**src/rtl/ram_scan_stats_pkg.sv**
```systemverilog
// Shared types and default widths for the RAM scan statistics block.
package ram_scan_pkg;

   localparam int SCAN_ADDR_W = 9;
   localparam int SCAN_DATA_W = 8;

   typedef enum logic [1:0] {
      S_IDLE  = 2'd0,
      S_SCAN  = 2'd1,
      S_DRAIN = 2'd2,
      S_DONE  = 2'd3
   } scan_state_e;

endpackage

```
**src/rtl/ram_scan_stats_if.sv**
```systemverilog
// Handshake, RAM port and result bus between the scanner and its surroundings.
interface ram_scan_stats_if
   import ram_scan_pkg::*;
#(
   parameter int ADDR_W = SCAN_ADDR_W,
   parameter int DATA_W = SCAN_DATA_W
);
   logic              START_I;
   logic [DATA_W-1:0] MATCH_VALUE_I;
   logic [ADDR_W-1:0] RAM_ADDRESS_O;
   logic [DATA_W-1:0] RAM_READ_DATA_I;
   logic              BUSY_O;
   logic              DONE_O;
   logic [DATA_W-1:0] MAX_VALUE_O;
   logic [ADDR_W-1:0] MAX_ADDRESS_O;
   logic [ADDR_W:0]   MATCH_COUNT_O;

   // master: the surroundings (control, RAM, display); slave: the scanner
   modport master (
      output START_I, MATCH_VALUE_I, RAM_READ_DATA_I,
      input  RAM_ADDRESS_O, BUSY_O, DONE_O, MAX_VALUE_O, MAX_ADDRESS_O, MATCH_COUNT_O
   );

   modport slave (
      input  START_I, MATCH_VALUE_I, RAM_READ_DATA_I,
      output RAM_ADDRESS_O, BUSY_O, DONE_O, MAX_VALUE_O, MAX_ADDRESS_O, MATCH_COUNT_O
   );
endinterface

```
**src/rtl/ram_scan_stats_valid_delay_line.sv**
```systemverilog
// Shift register carrying {valid, address} alongside the RAM read latency.
module valid_delay_line #(
   parameter int ADDR_W = 9,
   parameter int STAGES = 1
)(
   input  logic              i_clk,
   input  logic              i_rst,
   input  logic              i_valid,
   input  logic [ADDR_W-1:0] i_addr,
   output logic              o_valid,
   output logic [ADDR_W-1:0] o_addr
);
   logic              r_valid [STAGES];
   logic [ADDR_W-1:0] r_addr  [STAGES];

   genvar gi;
   generate
      for (gi = 0; gi < STAGES; gi++) begin : g_stage
         if (gi == 0) begin : g_head
            always_ff @(posedge i_clk or posedge i_rst) begin
               if (i_rst) begin
                  r_valid[0] <= 1'b0;
                  r_addr[0]  <= '0;
               end else begin
                  r_valid[0] <= i_valid;
                  r_addr[0]  <= i_addr;
               end
            end
         end else begin : g_tail
            always_ff @(posedge i_clk or posedge i_rst) begin
               if (i_rst) begin
                  r_valid[gi] <= 1'b0;
                  r_addr[gi]  <= '0;
               end else begin
                  r_valid[gi] <= r_valid[gi-1];
                  r_addr[gi]  <= r_addr[gi-1];
               end
            end
         end
      end
   endgenerate

   assign o_valid = r_valid[STAGES-1];
   assign o_addr  = r_addr[STAGES-1];
endmodule

```
**src/rtl/ram_scan_stats.sv**
```systemverilog
// Sweeps a synchronous-read RAM and publishes max value, its lowest address
// and the count of words equal to a compare value latched at start.
module ram_scan_stats
   import ram_scan_pkg::*;
#(
   parameter int ADDR_W = SCAN_ADDR_W,
   parameter int DATA_W = SCAN_DATA_W,
   parameter int RD_LAT = 1
)(
   input  logic             CLOCK_50_I,
   input  logic             RESET_I,
   ram_scan_stats_if.slave  bus
);
   scan_state_e       r_state;
   logic [ADDR_W-1:0] r_addr;
   logic              r_busy;
   logic              r_done;
   logic [DATA_W-1:0] r_max_out;
   logic [ADDR_W-1:0] r_max_addr_out;
   logic [ADDR_W:0]   r_count_out;
   logic [DATA_W-1:0] r_match_val;
   logic [DATA_W-1:0] r_run_max;
   logic [ADDR_W-1:0] r_run_addr;
   logic [ADDR_W:0]   r_run_count;
   logic              r_have_max;
   logic              r_publish;

   logic              w_pipe_valid;
   logic [ADDR_W-1:0] w_pipe_addr;
   logic              w_accept;
   logic              w_push;
   logic              w_last;
   logic              w_take_max;
   logic              w_is_match;

   valid_delay_line #(
      .ADDR_W (ADDR_W),
      .STAGES (RD_LAT)
   ) u_valid_delay (
      .i_clk   (CLOCK_50_I),
      .i_rst   (RESET_I),
      .i_valid (w_push),
      .i_addr  (r_addr),
      .o_valid (w_pipe_valid),
      .o_addr  (w_pipe_addr)
   );

   always_comb begin
      w_accept   = bus.START_I && ((r_state == S_IDLE) || (r_state == S_DONE));
      w_push     = (r_state == S_SCAN);
      w_last     = w_pipe_valid && (w_pipe_addr == '1);
      // first valid word seeds the running max so an all-zero RAM reports address 0
      w_take_max = w_pipe_valid && (!r_have_max || (bus.RAM_READ_DATA_I > r_run_max));
      w_is_match = w_pipe_valid && (bus.RAM_READ_DATA_I == r_match_val);
   end

   always_ff @(posedge CLOCK_50_I or posedge RESET_I) begin
      if (RESET_I) begin
         r_state        <= S_IDLE;
         r_addr         <= '0;
         r_busy         <= 1'b0;
         r_done         <= 1'b0;
         r_max_out      <= '0;
         r_max_addr_out <= '0;
         r_count_out    <= '0;
         r_match_val    <= '0;
         r_run_max      <= '0;
         r_run_addr     <= '0;
         r_run_count    <= '0;
         r_have_max     <= 1'b0;
         r_publish      <= 1'b0;
      end else begin
         r_publish <= w_last;

         if (w_take_max) begin
            r_run_max  <= bus.RAM_READ_DATA_I;
            r_run_addr <= w_pipe_addr;
            r_have_max <= 1'b1;
         end
         if (w_is_match) begin
            r_run_count <= r_run_count + 1'b1;
         end

         case (r_state)
            S_IDLE, S_DONE: begin
               if (w_accept) begin
                  r_state     <= S_SCAN;
                  r_addr      <= '0;
                  r_busy      <= 1'b1;
                  r_done      <= 1'b0;
                  r_match_val <= bus.MATCH_VALUE_I;
                  r_run_max   <= '0;
                  r_run_addr  <= '0;
                  r_run_count <= '0;
                  r_have_max  <= 1'b0;
               end
            end
            S_SCAN: begin
               // wraps to 0 after the last address; that value is never pushed
               r_addr <= r_addr + 1'b1;
               if (r_addr == '1) begin
                  r_state <= S_DRAIN;
               end
            end
            S_DRAIN: begin
               if (r_publish) begin
                  r_state        <= S_DONE;
                  r_busy         <= 1'b0;
                  r_done         <= 1'b1;
                  r_max_out      <= r_run_max;
                  r_max_addr_out <= r_run_addr;
                  r_count_out    <= r_run_count;
               end
            end
            default: r_state <= S_IDLE;
         endcase
      end
   end

   assign bus.RAM_ADDRESS_O = r_addr;
   assign bus.BUSY_O        = r_busy;
   assign bus.DONE_O        = r_done;
   assign bus.MAX_VALUE_O   = r_max_out;
   assign bus.MAX_ADDRESS_O = r_max_addr_out;
   assign bus.MATCH_COUNT_O = r_count_out;
endmodule

```
**src/flat_wrapper.sv**
```systemverilog
// flat-port wrapper written by rule: the top's interface ports become plain ports
module ram_scan_stats_flat import ram_scan_pkg::*;
#(
   parameter int ADDR_W = SCAN_ADDR_W,
   parameter int DATA_W = SCAN_DATA_W,
   parameter int RD_LAT = 1
)
  (CLOCK_50_I, RESET_I, bus_START_I, bus_MATCH_VALUE_I, bus_RAM_READ_DATA_I, bus_RAM_ADDRESS_O, bus_BUSY_O, bus_DONE_O, bus_MAX_VALUE_O, bus_MAX_ADDRESS_O, bus_MATCH_COUNT_O);
  ram_scan_stats_if #(.ADDR_W(ADDR_W), .DATA_W(DATA_W)) bus_i ();
  input  logic CLOCK_50_I;
  input  logic RESET_I;
  input wire logic [$bits(bus_i.START_I)-1:0] bus_START_I;
  input wire logic [$bits(bus_i.MATCH_VALUE_I)-1:0] bus_MATCH_VALUE_I;
  input wire logic [$bits(bus_i.RAM_READ_DATA_I)-1:0] bus_RAM_READ_DATA_I;
  output wire logic [$bits(bus_i.RAM_ADDRESS_O)-1:0] bus_RAM_ADDRESS_O;
  output wire logic [$bits(bus_i.BUSY_O)-1:0] bus_BUSY_O;
  output wire logic [$bits(bus_i.DONE_O)-1:0] bus_DONE_O;
  output wire logic [$bits(bus_i.MAX_VALUE_O)-1:0] bus_MAX_VALUE_O;
  output wire logic [$bits(bus_i.MAX_ADDRESS_O)-1:0] bus_MAX_ADDRESS_O;
  output wire logic [$bits(bus_i.MATCH_COUNT_O)-1:0] bus_MATCH_COUNT_O;
  assign bus_i.START_I = bus_START_I;
  assign bus_i.MATCH_VALUE_I = bus_MATCH_VALUE_I;
  assign bus_i.RAM_READ_DATA_I = bus_RAM_READ_DATA_I;
  assign bus_RAM_ADDRESS_O = bus_i.RAM_ADDRESS_O;
  assign bus_BUSY_O = bus_i.BUSY_O;
  assign bus_DONE_O = bus_i.DONE_O;
  assign bus_MAX_VALUE_O = bus_i.MAX_VALUE_O;
  assign bus_MAX_ADDRESS_O = bus_i.MAX_ADDRESS_O;
  assign bus_MATCH_COUNT_O = bus_i.MATCH_COUNT_O;
  ram_scan_stats #(.ADDR_W(ADDR_W), .DATA_W(DATA_W), .RD_LAT(RD_LAT)) u_core (.CLOCK_50_I(CLOCK_50_I), .RESET_I(RESET_I), .bus(bus_i));
endmodule
```
**config.mk**
```make
export PLATFORM = sky130hd
export DESIGN_NAME = ram_scan_stats_flat
export DESIGN_NICKNAME = d
export VERILOG_FILES = /design/src/rtl/ram_scan_stats_pkg.sv /design/src/rtl/ram_scan_stats_if.sv /design/src/rtl/ram_scan_stats_valid_delay_line.sv /design/src/rtl/ram_scan_stats.sv /design/src/flat_wrapper.sv
export SDC_FILE = /design/constraint.sdc
export NUM_CORES = 1
export LEC_CHECK = 0
export ABC_AREA = 1
export CORE_AREA = 2 2 88 90
export CTS_BUF_LIST = sky130_fd_sc_hd__clkbuf_8
export DETAILED_ROUTE_END_ITERATION = 8
export DIE_AREA = 0 0 90 92
export PLACE_DENSITY_LB_ADDON = 0.05
export SYNTH_ARGS = -nofsm -noshare
export SYNTH_HDL_FRONTEND = slang
export SYNTH_SLANG_ARGS = --single-unit
```
**constraint.sdc**
```tcl
create_clock -name CLOCK_50_I -period 3.1 [get_ports CLOCK_50_I]
set_input_delay 0.62 -clock CLOCK_50_I [delete_from_list [all_inputs] [get_ports CLOCK_50_I]]
set_output_delay 0.62 -clock CLOCK_50_I [all_outputs]
set_load 0.01 [all_outputs]
```
Yosys cells after proc, flatten, opt, wreduce, memory -nomap -nowiden
Cells that the tools add are included.
- reduce and logical (&&, ||, !) cells: 16
- multiplexer cells: 24
- add/sub/neg operators: 2
- order comparisons: 1
- equality and inequality tests: 9
- operators by type and width (kind ; count):
    9-bit two-way mux ; 4
    10-bit two-way mux ; 3
    8-bit two-way mux ; 3
    9-bit == test, second input constant ; 2
    9-bit one-hot mux with 2 select lines ; 1
    10-bit by 1-bit adder with 10-bit output, second input constant ; 1
    9-bit by 1-bit adder with 9-bit output, second input constant ; 1
    8-bit == test ; 1
    8-bit > comparator ; 1
    1-bit two-way mux ; 7
    2-bit two-way mux ; 3
    2-bit by 1-bit != test with 1-bit output, second input constant ; 3
    2-bit one-hot mux with 3 select lines ; 1
    2-bit AND reduction ; 3
    3-bit AND reduction ; 2
    2-bit == test, second input constant ; 2
    1-bit logical AND ; 4
    1-bit one-hot mux with 2 select lines ; 2
    2-bit nonzero test ; 2
    2-bit by 1-bit == test with 1-bit output, second input constant ; 1
    2-bit logical NOT ; 1
    1-bit logical OR ; 2
    2-bit OR reduction ; 1
    1-bit logical NOT ; 1
- input bits: 19
- word-level logic and storage cells: 67
- register bits: 87

Depth between registers and ports, before layout
Gate-level depths: netlist of the first run.
- word-level depth: 6
- mapped depth: 15
- mapped depth without buffers: 15

Cells and area by module
From an unflattened synthesis of the first run, not the netlist that was laid out.
- cell total of the unflattened synthesis: 473
- area, all modules: 4072.7 µm²
- by module, submodules not included (module ; times used ; area an instance (µm²) ; seq. area each (µm²) ; cells each):
    ram_scan_stats ; 1 ; 3818.7 ; 1926.8 ; 462
    valid_delay_line ; 1 ; 254.0 ; 250.2 ; 11

Least setup slack after synthesis of the first run
Ideal clock, no wire load.
- path kind: input-to-reg
- from: in bus_RAM_READ_DATA_I[7]
- to: reg u_core.r_run_addr[3]
- path buffers: 1
- cell stages on the path: 11
- arrival: 1.700 ns
- slack: 1.281 ns
- library setup time: 0.119 ns
- data required time: 2.981 ns
- cells stage by stage: ha_1 > nand2_1 > nor2_1 > nand2_1 > nand2_1 > nand2_1 > nand2_1 > buf_2 > nand3b_1 > nand2_1 > nor2_1
- word-level cells in the longest chain between the ends: 6
- ends and longest elaborated chain (element ; line ; source):
    start, declared ; flat_wrapper.sv:14 ; input wire logic [$bits(bus_i.RAM_READ_DATA_I)-1:0] bus_RAM_READ_DATA_I;
    8-bit > comparator * ; ram_scan_stats.sv:53 ; w_take_max = w_pipe_valid && (!r_have_max || (bus.RAM_READ_DATA_I > r_run_max));
    1-bit logical OR * ; ram_scan_stats.sv:53 ;
    1-bit logical AND * ; ram_scan_stats.sv:53 ;
    9-bit two-way mux * ; ram_scan_stats.sv:75 ; if (w_take_max) begin
    9-bit two-way mux ; ram_scan_stats.sv:86 ; if (w_accept) begin
    9-bit two-way mux * ; ram_scan_stats.sv:84 ; case (r_state)
    end signal, assigned ; ram_scan_stats.sv:77 ; r_run_addr <= w_pipe_addr;
    end, declared ; ram_scan_stats.sv:23 ; logic [ADDR_W-1:0] r_run_addr;
Mark *: on every way between the ends. The rest lies on a longest branch, timed or not.
A chain may end at the register's enable or synchronous reset.

Worst setup path in the final report of the first run
- from: in bus_RAM_READ_DATA_I[3]
- to: reg u_core.r_run_addr[7]
Same word-level chain as after synthesis.

==> results of run 1 <==
final cells by class:
cell class | count | area share [%]
Clock inverter | 4 | 0.923
Inverter | 47 | 3.64
Timing Repair Buffer | 62 | 12.7
Tap cell | 102 | 2.61
Clock buffer | 12 | 3.38
Sequential cell | 87 | 44.6
Multi-Input combinational cell | 297 | 32.2
through the flow:
step | instance area [µm²] | std cells | hold WS [ns] | total power [W] | utilization (%)
finish | 4880 | 611 | 0.417 | 0.00366 | 65.6
global route | 4880 | 611 | 0.441 | 0.00396 | 65.6
CTS | 4880 | 611 | 0.421 | 0.00369 | 65.6
detailed placement | 4670 | 595 | 0.399 | 0.00285 | 62.7
global placement | 4670 | 595 | 0.414 | 0.00280 | 62.7
floorplan | 4000 | 447 | 0.435 | 0.00250 | -
cell families (layout without fill, tap and decap cells):
kind of cell / count (synthesis) / after routing / synth area share [%]
flops: 87 / 87 / 54.4
buf+inv: 63 / 125 / 6.37
fa+ha+maj: 14 / 14 / 4.38
xor+xnor: 12 / 12 / 2.62
compound gates: 67 / 67 / 9.03
simple gates: 194 / 194 / 20.4
mux: 10 / 10 / 2.81
power by group through the flow:
stage | combinational, W | sequential, W | clock (W)
2_1_floorplan | 0.000970 | 0.00153 | 0
3_3_place_gp | 0.00124 | 0.00156 | 0
3_5_place_dp | 0.00129 | 0.00156 | 0
4_1_cts | 0.00130 | 0.00154 | 0.000843
5_1_grt | 0.00150 | 0.00157 | 0.000890
6_report | 0.00129 | 0.00154 | 0.000823
cells in the final DEF (no fill, tap or decap):
master and n:
sky130_fd_sc_hd__a21o_1 1, sky130_fd_sc_hd__a21oi_1 23, sky130_fd_sc_hd__a21oi_2 1, sky130_fd_sc_hd__a22o_1 2
sky130_fd_sc_hd__buf_12 1, sky130_fd_sc_hd__buf_4 5, sky130_fd_sc_hd__bufinv_16 1, sky130_fd_sc_hd__clkbuf_8 12
sky130_fd_sc_hd__clkdlybuf4s50_1 56, sky130_fd_sc_hd__clkinv_1 1, sky130_fd_sc_hd__clkinv_2 1, sky130_fd_sc_hd__clkinvlp_4 1
sky130_fd_sc_hd__dfrtp_1 87, sky130_fd_sc_hd__ha_1 14, sky130_fd_sc_hd__inv_1 45, sky130_fd_sc_hd__inv_2 2
sky130_fd_sc_hd__mux2_2 10, sky130_fd_sc_hd__nand2_1 112, sky130_fd_sc_hd__nand3_1 11, sky130_fd_sc_hd__nand3b_1 11
sky130_fd_sc_hd__nand4_1 5, sky130_fd_sc_hd__nand4_2 1, sky130_fd_sc_hd__nor2_1 47, sky130_fd_sc_hd__nor2_2 1
sky130_fd_sc_hd__nor3_1 4, sky130_fd_sc_hd__nor4_1 1, sky130_fd_sc_hd__o211ai_1 1, sky130_fd_sc_hd__o21ai_0 30
sky130_fd_sc_hd__o21ai_1 4, sky130_fd_sc_hd__o21ai_2 1, sky130_fd_sc_hd__o22ai_1 3, sky130_fd_sc_hd__o31ai_1 1
sky130_fd_sc_hd__or2_2 1, sky130_fd_sc_hd__xnor2_1 1, sky130_fd_sc_hd__xor2_1 11
flip-flops by register name, summed over array words and instances (netlist names):
register                      flops
u_core.bus.MATCH_COUNT_O         10
u_core.r_run_count               10
u_core.bus.MAX_ADDRESS_O          9
u_core.bus.RAM_ADDRESS_O          9
u_core.r_run_addr                 9
u_core.u_valid_delay.o_addr       9
u_core.bus.MAX_VALUE_O            8
u_core.r_match_val                8
u_core.r_run_max                  8
u_core.r_state                    2
u_core.bus.BUSY_O                 1
u_core.bus.DONE_O                 1
u_core.r_have_max                 1
u_core.r_publish                  1
u_core.u_valid_delay.o_valid      1
final timing paths:
path / start / end / slack, ns
worst max-delay path: bus_RAM_READ_DATA_I[3] / u_core.r_run_addr[7] / 0.82
worst max register to register: u_core.r_state[0] / u_core.bus.MAX_VALUE_O[5] / 1.16
min in group asynchronous: RESET_I / u_core.bus.MAX_VALUE_O[4] / 0.68
worst min-delay path: u_core.bus.RAM_ADDRESS_O[3] / u_core.u_valid_delay.o_addr[3] / 0.42
worst min register to register: u_core.bus.RAM_ADDRESS_O[3] / u_core.u_valid_delay.o_addr[3] / 0.42
max in group asynchronous: RESET_I / u_core.bus.RAM_ADDRESS_O[1] / 1.74
worst max-delay path: stages:
cell	delay, ns
sky130_fd_sc_hd__clkdlybuf4s50_1	0.48
sky130_fd_sc_hd__ha_1	0.34
sky130_fd_sc_hd__nand2_1	0.07
sky130_fd_sc_hd__inv_1	0.08
sky130_fd_sc_hd__nand2_1	0.07
sky130_fd_sc_hd__nand2_1	0.07
sky130_fd_sc_hd__nand2_1	0.05
sky130_fd_sc_hd__nand2_1	0.06
sky130_fd_sc_hd__nand2_1	0.05
sky130_fd_sc_hd__nand2_1	0.05
sky130_fd_sc_hd__buf_4	0.30
sky130_fd_sc_hd__nand2_1	0.11
sky130_fd_sc_hd__nand2_1	0.08
sky130_fd_sc_hd__nand2_1	0.04
sky130_fd_sc_hd__nor2_1	0.10
per-layer routing:
| metal | wire, µm | share of wire [%] | vias up |
|---|---|---|---|
| li1 | - | - | 1548 |
| met1 | 3790 | 46 | 1443 |
| met2 | 3910 | 48 | 66 |
| met3 | 336 | 4.1 | 15 |
| met4 | 178 | 2.2 | 0 |
| met5 | 0 | 0 | - |
==> results list, run 1 <==
- I/O pin count: 57
- Total number of vias: 3,072
* Synth Flop Type: sky130_fd_sc_hd__dfrtp_1
- Setup violations remaining at the end of the flow were counted as 0.
- Effective utilization at floorplan: a little over half
* Share of power burned in combinational logic: 35.4%
- Internal power: 0.00229 W
* Synth warnings: 0
* Starting DRC count in detailed routing: 162
* Share of the synthesized area in the top cell type: roughly 54%
- At the end of the flow, the number of nets in the layout was 537.
- Result of the run: complete, no violations
- STA classifies the critical path endpoint as a flip-flop.
- TritonCTS created 9 clock buffers.
- The post-route netlist has 7.47% of its cells at a drive strength greater than 1.
- The analysis attributes to cell leakage a power of ~2.4 nW.
- Count of buffers inserted at the top-level ports: 56
- Detailed-placement wirelength estimate: 5640 µm
* FF+latch count, synth: 87
- Main area contributors after synthesis: sky130_fd_sc_hd__dfrtp_1 54%, sky130_fd_sc_hd__nand2_1 11%, sky130_fd_sc_hd__nor2_1 4.4%
- Met3 routing resource usage after global routing: between 4 and 5%
* Maximum ir drop on the vdd rail: 474 µV
* Switching part of the total: 37.3%
- STA classifies the critical path startpoint as a primary input.
* Final WL: 8210 µm
* Clock tree from TritonCTS: yes
- Achievable Freq: roughly 440 MHz
* Wire length per cell: 13.4 µm
- Total die area: 8280 µm²
- At the placement stage, the worst setup path has a slack of 0.544 ns.
* Max Clock Skew: 0.0111 ns
- Combined area of the multi-input logic cells: 1570 µm²
* Wire length of the first global-routing pass: 14,400 µm
- For this design the ratio of total power to cell area is approximately 750 nW/µm².
- Global routing used 21.7% of the available tracks across all layers.
- Counting flops with a built-in enable in the synthesized netlist gives 0.
- Critical path peak fanout: 33
- Cell accounting for the most synthesized area: sky130_fd_sc_hd__dfrtp_1
- The final number of hold-violating endpoints was 0.
- Normalized max-slew margin: 38.1%
* Slew at the pin closest to its max-slew limit: about 0.93 ns
* Placement row count: 32
- After floorplanning, the core was sized to cover 7450 µm².
- WP data required: between 3 and 4 ns
- Yosys instantiated no cell more often than sky130_fd_sc_hd__nand2_1.
- After clock tree synthesis, the setup repair step added 0 buffers.
- Met1 track demand over resource in global routing: 28.6%
- The repair_antennas step left the layout with diodes totalling 0.
* Detailed-router iteration count before antenna repair: 5
- Fraction of power consumed by sequential logic: between 40% and 50%
- The worst register-to-register path has a depth of 6.
- Max-cap check violation count: 0
* Number of fill cells: 643
- The H-tree was split into 3 levels.
- Compared with the post-synthesis result, the final layout area differs by 21.9%.
- Sequential element share of the synthesized area: 54.4%
- In the global route stage, met2 resource usage came out at 35.1%.
- Clock sink count: 87
- The number of global-route vias before repair came to 3,105.
* Fin crit period: between 2 and 2.5 ns
- The mapped netlist covers 4000 µm².
- Initial antenna violation count: 0
- Once the clock tree was built, the resizer swapped 0 gates to a different size.
- Yosys mapped the design onto 33 distinct sky130hd cell types.
- Hold bufs inserted after CTS: 0
- The commonest cells after synthesis are 112 x sky130_fd_sc_hd__nand2_1, 87 x sky130_fd_sc_hd__dfrtp_1, 47 x sky130_fd_sc_hd__nor2_1, 44 x sky130_fd_sc_hd__inv_1, 30 x sky130_fd_sc_hd__o21ai_0.
- In this run the remaining antenna-violating nets after routing total 0.
- Class of the most critical setup path: in2reg
* RSZ-0062 raised after global routing: false
- Sum Neg Setup Slack: 0 ns
- After detailed routing, the number of remaining DRC violations is 0.
* Aggregate global routing overflow: 0
- P_sw: approximately 0.0014 W
- Average cell area after synthesis: 8.96 µm²
- The final critical path takes up 73.4% of the cycle.
* Cell at the root of the clock tree: sky130_fd_sc_hd__clkbuf_8
- Setup slack on the critical path of the routed design comes to 0.824 ns.
- Max Transition Viols Final: 0
* Synthesized instance count: about 450
- The number of nets handed over by synthesis was 480.
- The worst hold path belongs to the class reg2reg.
- No sink is reached through more buffers than the 2 on the longest clock path.
- Number of instances on the worst hold path: 0
- Die boundary height: 92 µm
* Largest net degree at the start of global routing: 50
- In this run the most used layer during global routing was met2.
- At the worst endpoint, the arrival time is between 2 and 3 ns.
- Using the TritonRoute via totals, the vias-per-cell ratio works out to approximately 5.0.
- The clock reaches the later pin of the worst-skew pair after roughly 0.35 ns.
- Share of async-settable or async-resettable flops after synthesis: 100%
* Clock transition time at the flip-flop clock pins of the worst setup and hold paths: roughly 0.08 ns
* Clock network fraction of design power: between 20 and 25%
* Weighted congestion at the end of routability-driven global placement: roughly 0.8
- Registers take 2180 µm².
- Die extent in x: ~90 µm
(Power assumes the default switching activity.)
==> run 2, diff against run 1 <==
clock period = 2.2 ns   (was 3.1 ns; I/O delays follow)
==> run 2 against run 1 <==
Wire length hardly changed. First-iteration DRC count shrank 15%. Final cell count increased by 1.8%. Combinational power rose by 45%. Critical path depth down 3. Largest cell class unchanged.
==> results list, run 2 (same netlist as run 1, synthesis figures left out) <==
- The count of maximum capacitance violations was 0 (unchanged).
- The cell area power density came to 1050 nW/µm² (was 749 nW/µm²).
- The path class of the lowest-slack min-delay path is reg2reg (unchanged).
* Cell at the root of the clock tree: sky130_fd_sc_hd__clkbuf_8 (unchanged)
* Count of nets left with antenna violations after detail routing: 0 (unchanged)
- The placed wire-length estimate after detailed placement was 5640 µm (about the same).
- The overall power after layout was 0.00519 W (was 0.00366 W).
* Max Buffers Root-to-Sink: 2 (unchanged)
- Fin crit period: 1.91 ns
- Worst-case setup margin in the final layout: 0.291 ns (was 0.824 ns)
- The relative area change from synthesis to final layout came to 23.9% (was 21.9%).
- Total setup buffers inserted after CTS: 0 (unchanged)
- WP data required: 2.46 ns (was 3.38 ns)
- The number of global-route vias before repair came to 3,123 (was 3,105).
- The number of H-tree branching levels was 3 (unchanged).
- The placer congestion estimate is 0.849 (was 0.804).
- Normalized max-slew margin: 66.4% (was 38.1%)
- Kind of capture point of the worst setup path: flip-flop (unchanged)
- The post-CTS resize count was 0 (unchanged).
- Final hold slack: 0.413 ns (was 0.417 ns)
* Max Transition Viols Final: 0 (unchanged)
- Detailed-router iteration count before antenna repair: 4 (was 5)
* Die boundary height: 92 µm (unchanged)
- Count of unresolved DRC violations after routing: 0 (unchanged)
- The initial detailed-routing violation count came to 138 (was 162).
- Total number of vias: 3,135 (was 3,072)
- The count of buffers from port buffering was 56 (unchanged).
- Result of the run: complete, no violations (unchanged)
- The type of the setup path with the least slack is in2reg (unchanged).
- Static timing analysis puts the maximum clock frequency at 524 MHz.
* Die extent in x: 90 µm (unchanged)
* Clock tree from TritonCTS: yes (unchanged)
- Placement row count: 32 (unchanged)
- The clock-pin slew on the worst setup and hold paths came to 0.09 ns (was 0.08 ns).
* Wire length of the first global-routing pass: 14,100 µm (was 14,400 µm)
- The number of buffers inserted by hold repair at cts was 0 (unchanged).
- The initial antenna violation count is 0 (unchanged).
- Wire length per cell: 13.2 µm (was 13.4 µm)
* Clock latency on the worst-skew pair: 0.36 ns (was 0.35 ns)
* Pre-CTS setup slack: -0.0852 ns (was 0.544 ns)
- The number of CTS-inserted buffers was 9 (unchanged).
* Category of the worst setup path launch point: primary input (unchanged)
- The placeable core region is 7450 µm² (unchanged).
- The maximum vdd drop came to 598 µV (was 474 µV).
* Overall track demand over capacity in global routing: 21.3% (was 21.7%)
- Most common library cell in the layout ignoring fill and taps: sky130_fd_sc_hd__nand2_1 (unchanged)
* Setup Viol. Count Final: 0 (unchanged)
* Effective utilization at floorplan: 53.8% (unchanged)
- Clock sink count: 87 (unchanged)
- The I/O pin total is 57 (unchanged).
- Largest net degree at the start of global routing: 88 (was 50)
- The core utilization of the finished layout is 66.6% (was 65.6%).
- The wire length reported by the detailed router came to 8210 µm (about the same).
* Commonest cells after routing, fill and taps aside: 112 x sky130_fd_sc_hd__nand2_1, 87 x sky130_fd_sc_hd__dfrtp_1, 56 x sky130_fd_sc_hd__clkdlybuf4s50_1, 47 x sky130_fd_sc_hd__nor2_1, 43 x sky130_fd_sc_hd__inv_1 (was 112 x sky130_fd_sc_hd__nand2_1, 87 x sky130_fd_sc_hd__dfrtp_1, 56 x sky130_fd_sc_hd__clkdlybuf4s50_1, 47 x sky130_fd_sc_hd__nor2_1, 45 x sky130_fd_sc_hd__inv_1)
- The largest fanout of any net on the critical path is 14 (was 33).
- Number of vias per cell: 5.04 (was 5.03)
- Portion of the clock cycle consumed by the worst path in the final layout: 86.8%
* Max Clock Skew: 0.0108 ns (was 0.0111 ns)
* Arrival time reported for the critical path endpoint: 2.17 ns (was 2.55 ns)
- Total die area: 8280 µm² (unchanged)
- Slew at the pin closest to its max-slew limit: 0.504 ns (was 0.926 ns)
- The net count of the finished layout is 548 (was 537).
- Aggregate global routing overflow: 0 (unchanged)
- The number of inserted diodes came to 0 (unchanged).
- RSZ-0062 raised after global routing: false (unchanged)
* Static power due to leakage: 2.46 nW (was 2.42 nW)
- The final number of hold-violating endpoints is 0 (unchanged).
- Layout cell share with drive strength beyond 1: 9.81% (was 7.47%)
-- run 2: cell count changes in the layout (fill, tap and decap cells not counted) --
cell / before / now
sky130_fd_sc_hd__clkbuf_8: 12 / 10
sky130_fd_sc_hd__inv_1: 45 / 43
sky130_fd_sc_hd__inv_6: 0 / 2
sky130_fd_sc_hd__buf_4: 5 / 16
sky130_fd_sc_hd__clkinv_2: 1 / 2
sky130_fd_sc_hd__clkinv_4: 0 / 1
-- run 2: per-stage QoR --
step	setup TNS (ns)	std cells	cell area (µm²)
6_report	0	622	4960
5_1_grt	0	622	4960
4_1_cts	0	622	4960
3_5_place_dp	-0.652	606	4760
3_3_place_gp	0	606	4760
2_1_floorplan	0	447	4010
-- run 2: worst paths after layout --
| kind | slack (ns) | to | start | cells past startpoint |
|---|---|---|---|---|
| min in group asynchronous | 0.51 | u_core.bus.MAX_VALUE_O[5] | RESET_I | 3 |
| worst min register to register | 0.41 | u_core.u_valid_delay.o_addr[3] | u_core.bus.RAM_ADDRESS_O[3] | 0 |
| worst max-delay path | 0.29 | u_core.r_run_addr[4] | bus_RAM_READ_DATA_I[7] | 12 |
| max in group asynchronous | 1.26 | u_core.bus.MATCH_COUNT_O[2] | RESET_I | 3 |
| worst max register to register | 0.36 | u_core.r_state[1] | u_core.bus.RAM_ADDRESS_O[1] | 11 |
| worst min-delay path | 0.41 | u_core.u_valid_delay.o_addr[3] | u_core.bus.RAM_ADDRESS_O[3] | 0 |
-- run 2: critical path, stage by stage --
cell and delay [ns]:
sky130_fd_sc_hd__clkdlybuf4s50_1 0.45, sky130_fd_sc_hd__ha_1 0.31, sky130_fd_sc_hd__nand2_1 0.06, sky130_fd_sc_hd__nor2_1 0.14
sky130_fd_sc_hd__nand2_1 0.07, sky130_fd_sc_hd__nand2_1 0.06, sky130_fd_sc_hd__nand2_1 0.06, sky130_fd_sc_hd__nand2_1 0.13
sky130_fd_sc_hd__buf_4 0.22, sky130_fd_sc_hd__nand3b_1 0.10, sky130_fd_sc_hd__nand2_1 0.08, sky130_fd_sc_hd__nor2_1 0.04
-- run 2: area by class of cell --
class / instances / area, µm²
inverter: 47 / 180
fill: 646 / 2490
clock inverter: 6 / 66.3
clock buffer: 10 / 138
sequential: 87 / 2180
timing repair buffer: 73 / 701
tap: 102 / 128
multi-input combinational: 297 / 1570
-- run 2: metal layers --
metal / routed length [µm] / track usage, % / vias to the layer above
li1: - / - / 1571
met1: 3870 / 27.5 / 1485
met2: 3890 / 35.6 / 65
met3: 291 / 3.62 / 14
met4: 160 / 9.36 / 0
met5: 0 / 0 / -
-- run 2: power by group --
part	total (W)	leakage (nW)	internal (W)	switching, W
clock network	0.00116	0.107	0.000562	0.000597
logic	0.00187	1.19	0.000721	0.00114
registers	0.00217	1.17	0.00194	0.000230
total	0.00519	2.46	0.00322	0.00197
==> run 3, diff against run 2 <==
CORE_AREA = 10 10 98 100   (was 2 2 88 90)
CTS_BUF_LIST = not set   (was sky130_fd_sc_hd__clkbuf_8)
DIE_AREA = 0 0 108 110   (was 0 0 90 92)
PLACE_DENSITY = 0.76   (was not set)
PLACE_DENSITY_LB_ADDON = not set   (was 0.05)
==> run 3 against run 2 <==
Sequential cell count did not move. Clock skew is 0.00052 ns higher. Combinational power barely moved. Wire length up 3.7%. Sequential share of layout area barely moved. Clock power down 10%. Worst hold slack better by 0.017 ns. Global-route usage decreased by 5.8 points. Critical endpoint is now u_core.r_run_max[4].
==> results list, run 3 (same netlist as run 1, synthesis figures left out) <==
- Result of the run: complete, no violations (unchanged).
- Count of unresolved DRC violations after routing: 0 (unchanged)
- The cell area power density was 1030 nW/µm² (was 1050 nW/µm²).
- The sequential cell area is 2180 µm² (unchanged).
- Number of fill cells: 666 (was 646)
* Starting DRC count in detailed routing: 167 (was 138)
- The die outline area came to 11,900 µm² (was 8280 µm²).
- Cell at the root of the clock tree: sky130_fd_sc_hd__clkbuf_8 (unchanged)
- The total count of max-transition violations in the final report came to 0 (unchanged).
- The number of CTS-inserted buffers is 9 (unchanged).
* Combined area of the multi-input logic cells: 1570 µm² (unchanged)
- The clock-pin slew on the worst setup and hold paths is 0.09 ns (about the same).
- Max Clock Skew: 0.0114 ns (was 0.0108 ns)
- The wire length of the first global-routing pass was 14,800 µm (was 14,100 µm).
- The endpoint of the lowest-slack register-to-register path is u_core.r_state[0] (was u_core.r_state[1]).
- The TritonCTS clock tree is yes (unchanged).
- The area of all placed cells without fillers is 4960 µm² (about the same).
- The post-CTS resize count is 0 (unchanged).
- Arrival time reported for the critical path endpoint: 2.11 ns (was 2.17 ns)
* Placed standard-cell area: 4770 µm² (was 4760 µm²)
- The relative area change from synthesis to final layout was 23.8% (was 23.9%).
- R2R cell count: 11 (unchanged)
* Number of vias per cell: 4.90 (was 5.04)
- The final count of negative-setup-slack endpoints was 0 (unchanged).
- Effective utilization at floorplan: 52.4% (was 53.8%)
- Normalized max-slew margin: 70.7% (was 66.4%)
* Initial antenna violation count: 0 (unchanged)
- The global router's overall resource usage was 15.4% (was 21.3%).
- Die extent in x: 108 µm (was 90 µm)
- Wire length per cell: 13.8 µm (was 13.2 µm)
- I/O pin count: 57 (unchanged)
- The placer congestion estimate is 0.870 (was 0.849).
* Post-layout net count: 545 (was 548)
- Placement row count: 32 (unchanged)
- Worst min-delay path category: reg2reg (unchanged)
* Setup slack on the worst flop-to-flop path: 0.40 ns (was 0.36 ns)
- Total setup buffers inserted after CTS: 0 (unchanged)
* Critical path peak fanout: 25 (was 14)
- The share of post-route cells with drive strength above 1 came to 9.09% (was 9.81%).
* WP data required: 2.44 ns (was 2.46 ns)
- Max-cap check violation count: 0 (unchanged)
- The depth of the worst hold-timing path was 0 (unchanged).
- Vias in the first global route: 3,024 (was 3,123)
- Hold bufs inserted after CTS: 0 (unchanged)
* Slew at the pin closest to its max-slew limit: 0.438 ns (was 0.504 ns)
- Largest net degree at the start of global routing: 45 (was 88)
- Class of the most critical setup path: in2reg (unchanged)
* Portion of the clock cycle consumed by the worst path in the final layout: 85.2% (was 86.8%)
* Final count of hold timing violations: 0 (unchanged)
* Category of the worst setup path launch point: primary input (unchanged)
- The later-pin clock latency in the skew report came to 0.35 ns (was 0.36 ns).
- Detailed-placement wirelength estimate: 6200 µm (was 5640 µm)
- The worst-case hold slack came to 0.430 ns (was 0.413 ns).
- Kind of capture point of the worst setup path: flip-flop (unchanged)
- The number of inserted diodes was 0 (unchanged).
* RSZ-0062 raised after global routing: false (unchanged)
- The placeable core region came to 7650 µm² (was 7450 µm²).
- The clock period minus final worst setup slack came to 1.87 ns (was 1.91 ns).
* Max Buffers Root-to-Sink: 2 (unchanged)
- The launch point of the worst reg-to-reg path was u_core.bus.RAM_ADDRESS_O[0] (was u_core.bus.RAM_ADDRESS_O[1]).
* Count of nets left with antenna violations after detail routing: 0 (unchanged)
- Die boundary height: 110 µm (was 92 µm)
- Aggregate global routing overflow: 0 (unchanged)
- The core utilization of the finished layout was 64.8% (was 66.6%).
- The total number of clock tree sinks is 87 (unchanged).
- The number of H-tree branching levels was 3 (unchanged).
- The highest attainable clock frequency came to 533 MHz (was 524 MHz).
* Final WL: 8520 µm (was 8210 µm)
* Capture endpoint of the worst hold path: u_core.u_valid_delay.o_addr[3] (unchanged)
* Total number of vias: 3,032 (was 3,135)
* Maximum ir drop on the vdd rail: 596 µV (was 598 µV)
- The count of buffers from port buffering is 56 (unchanged).
- Detailed-router iteration count before antenna repair: 4 (unchanged)
- Min-Delay Startpoint: u_core.bus.RAM_ADDRESS_O[3] (unchanged)
* Static power due to leakage: 2.45 nW (was 2.46 nW)
- The most common cell after layout, fill and taps aside was sky130_fd_sc_hd__nand2_1 (unchanged).
- Commonest cells after routing, fill and taps aside: 112 x sky130_fd_sc_hd__nand2_1, 87 x sky130_fd_sc_hd__dfrtp_1, 56 x sky130_fd_sc_hd__clkdlybuf4s50_1, 47 x sky130_fd_sc_hd__nor2_1, 43 x sky130_fd_sc_hd__inv_1 (unchanged)
[run 3: metrics by stage]
| step | TNS, ns | power, W | setup WS, ns | std cells |
|---|---|---|---|---|
| 2_1_floorplan | 0 | 0.00352 | 0.530 | 447 |
| 3_3_place_gp | 0 | 0.00399 | 0.0231 | 603 |
| 3_5_place_dp | -0.0310 | 0.00409 | -0.0266 | 603 |
| 4_1_cts | 0 | 0.00513 | 0.335 | 619 |
| 5_1_grt | 0 | 0.00551 | 0.124 | 619 |
| 6_report | 0 | 0.00510 | 0.326 | 619 |
[run 3: cell type report]
| type | instances | area share, % |
|---|---|---|
| Multi-Input combinational cell | 297 | 31.7 |
| Timing Repair Buffer | 70 | 14.4 |
| Sequential cell | 87 | 43.9 |
| Tap cell | 102 | 2.57 |
| Clock buffer | 12 | 3.13 |
| Inverter | 47 | 3.63 |
| Clock inverter | 4 | 0.606 |
[run 3: worst max path at each step]
stage,cells after the start,slack (ns),to,start
6_report,11,0.33,u_core.r_run_max[4],bus_RAM_READ_DATA_I[5]
2_1_floorplan,9,0.53,u_core.bus.RAM_ADDRESS_O[8],u_core.bus.RAM_ADDRESS_O[0]
5_1_grt,11,0.12,u_core.r_state[1],u_core.bus.RAM_ADDRESS_O[0]
4_1_cts,1,0.34,bus_RAM_ADDRESS_O[4],u_core.bus.RAM_ADDRESS_O[4]
3_5_place_dp,11,-0.03,u_core.r_run_max[4],bus_RAM_READ_DATA_I[5]
3_3_place_gp,12,0.02,u_core.r_run_addr[7],bus_RAM_READ_DATA_I[6]
[run 3: routing by layer]
| metal | global-route usage, % | wire [µm] | part of all wire [%] |
|---|---|---|---|
| met1 | 20.3 | 3870 | 45 |
| met2 | 23.8 | 3980 | 47 |
| met3 | 3.95 | 554 | 6.5 |
| met4 | 6.49 | 114 | 1.3 |
| met5 | 0 | 0 | 0 |
[run 3: where the power goes]
part / leakage, nW / internal, W / switching [W]
registers: 1.17 / 0.00194 / 0.000240
clock network: 0.0926 / 0.000475 / 0.000566
logic: 1.19 / 0.000740 / 0.00114
total: 2.45 / 0.00315 / 0.00194
[run 3: critical path: stages]
cell	delay, ns
sky130_fd_sc_hd__clkdlybuf4s50_1	0.44
sky130_fd_sc_hd__ha_1	0.33
sky130_fd_sc_hd__a21oi_1	0.15
sky130_fd_sc_hd__nor2_1	0.05
sky130_fd_sc_hd__nor2_1	0.08
sky130_fd_sc_hd__nand2_1	0.05
sky130_fd_sc_hd__nand2_1	0.06
sky130_fd_sc_hd__nand2_1	0.09
sky130_fd_sc_hd__buf_12	0.17
sky130_fd_sc_hd__a21oi_1	0.17
sky130_fd_sc_hd__nor2_1	0.07
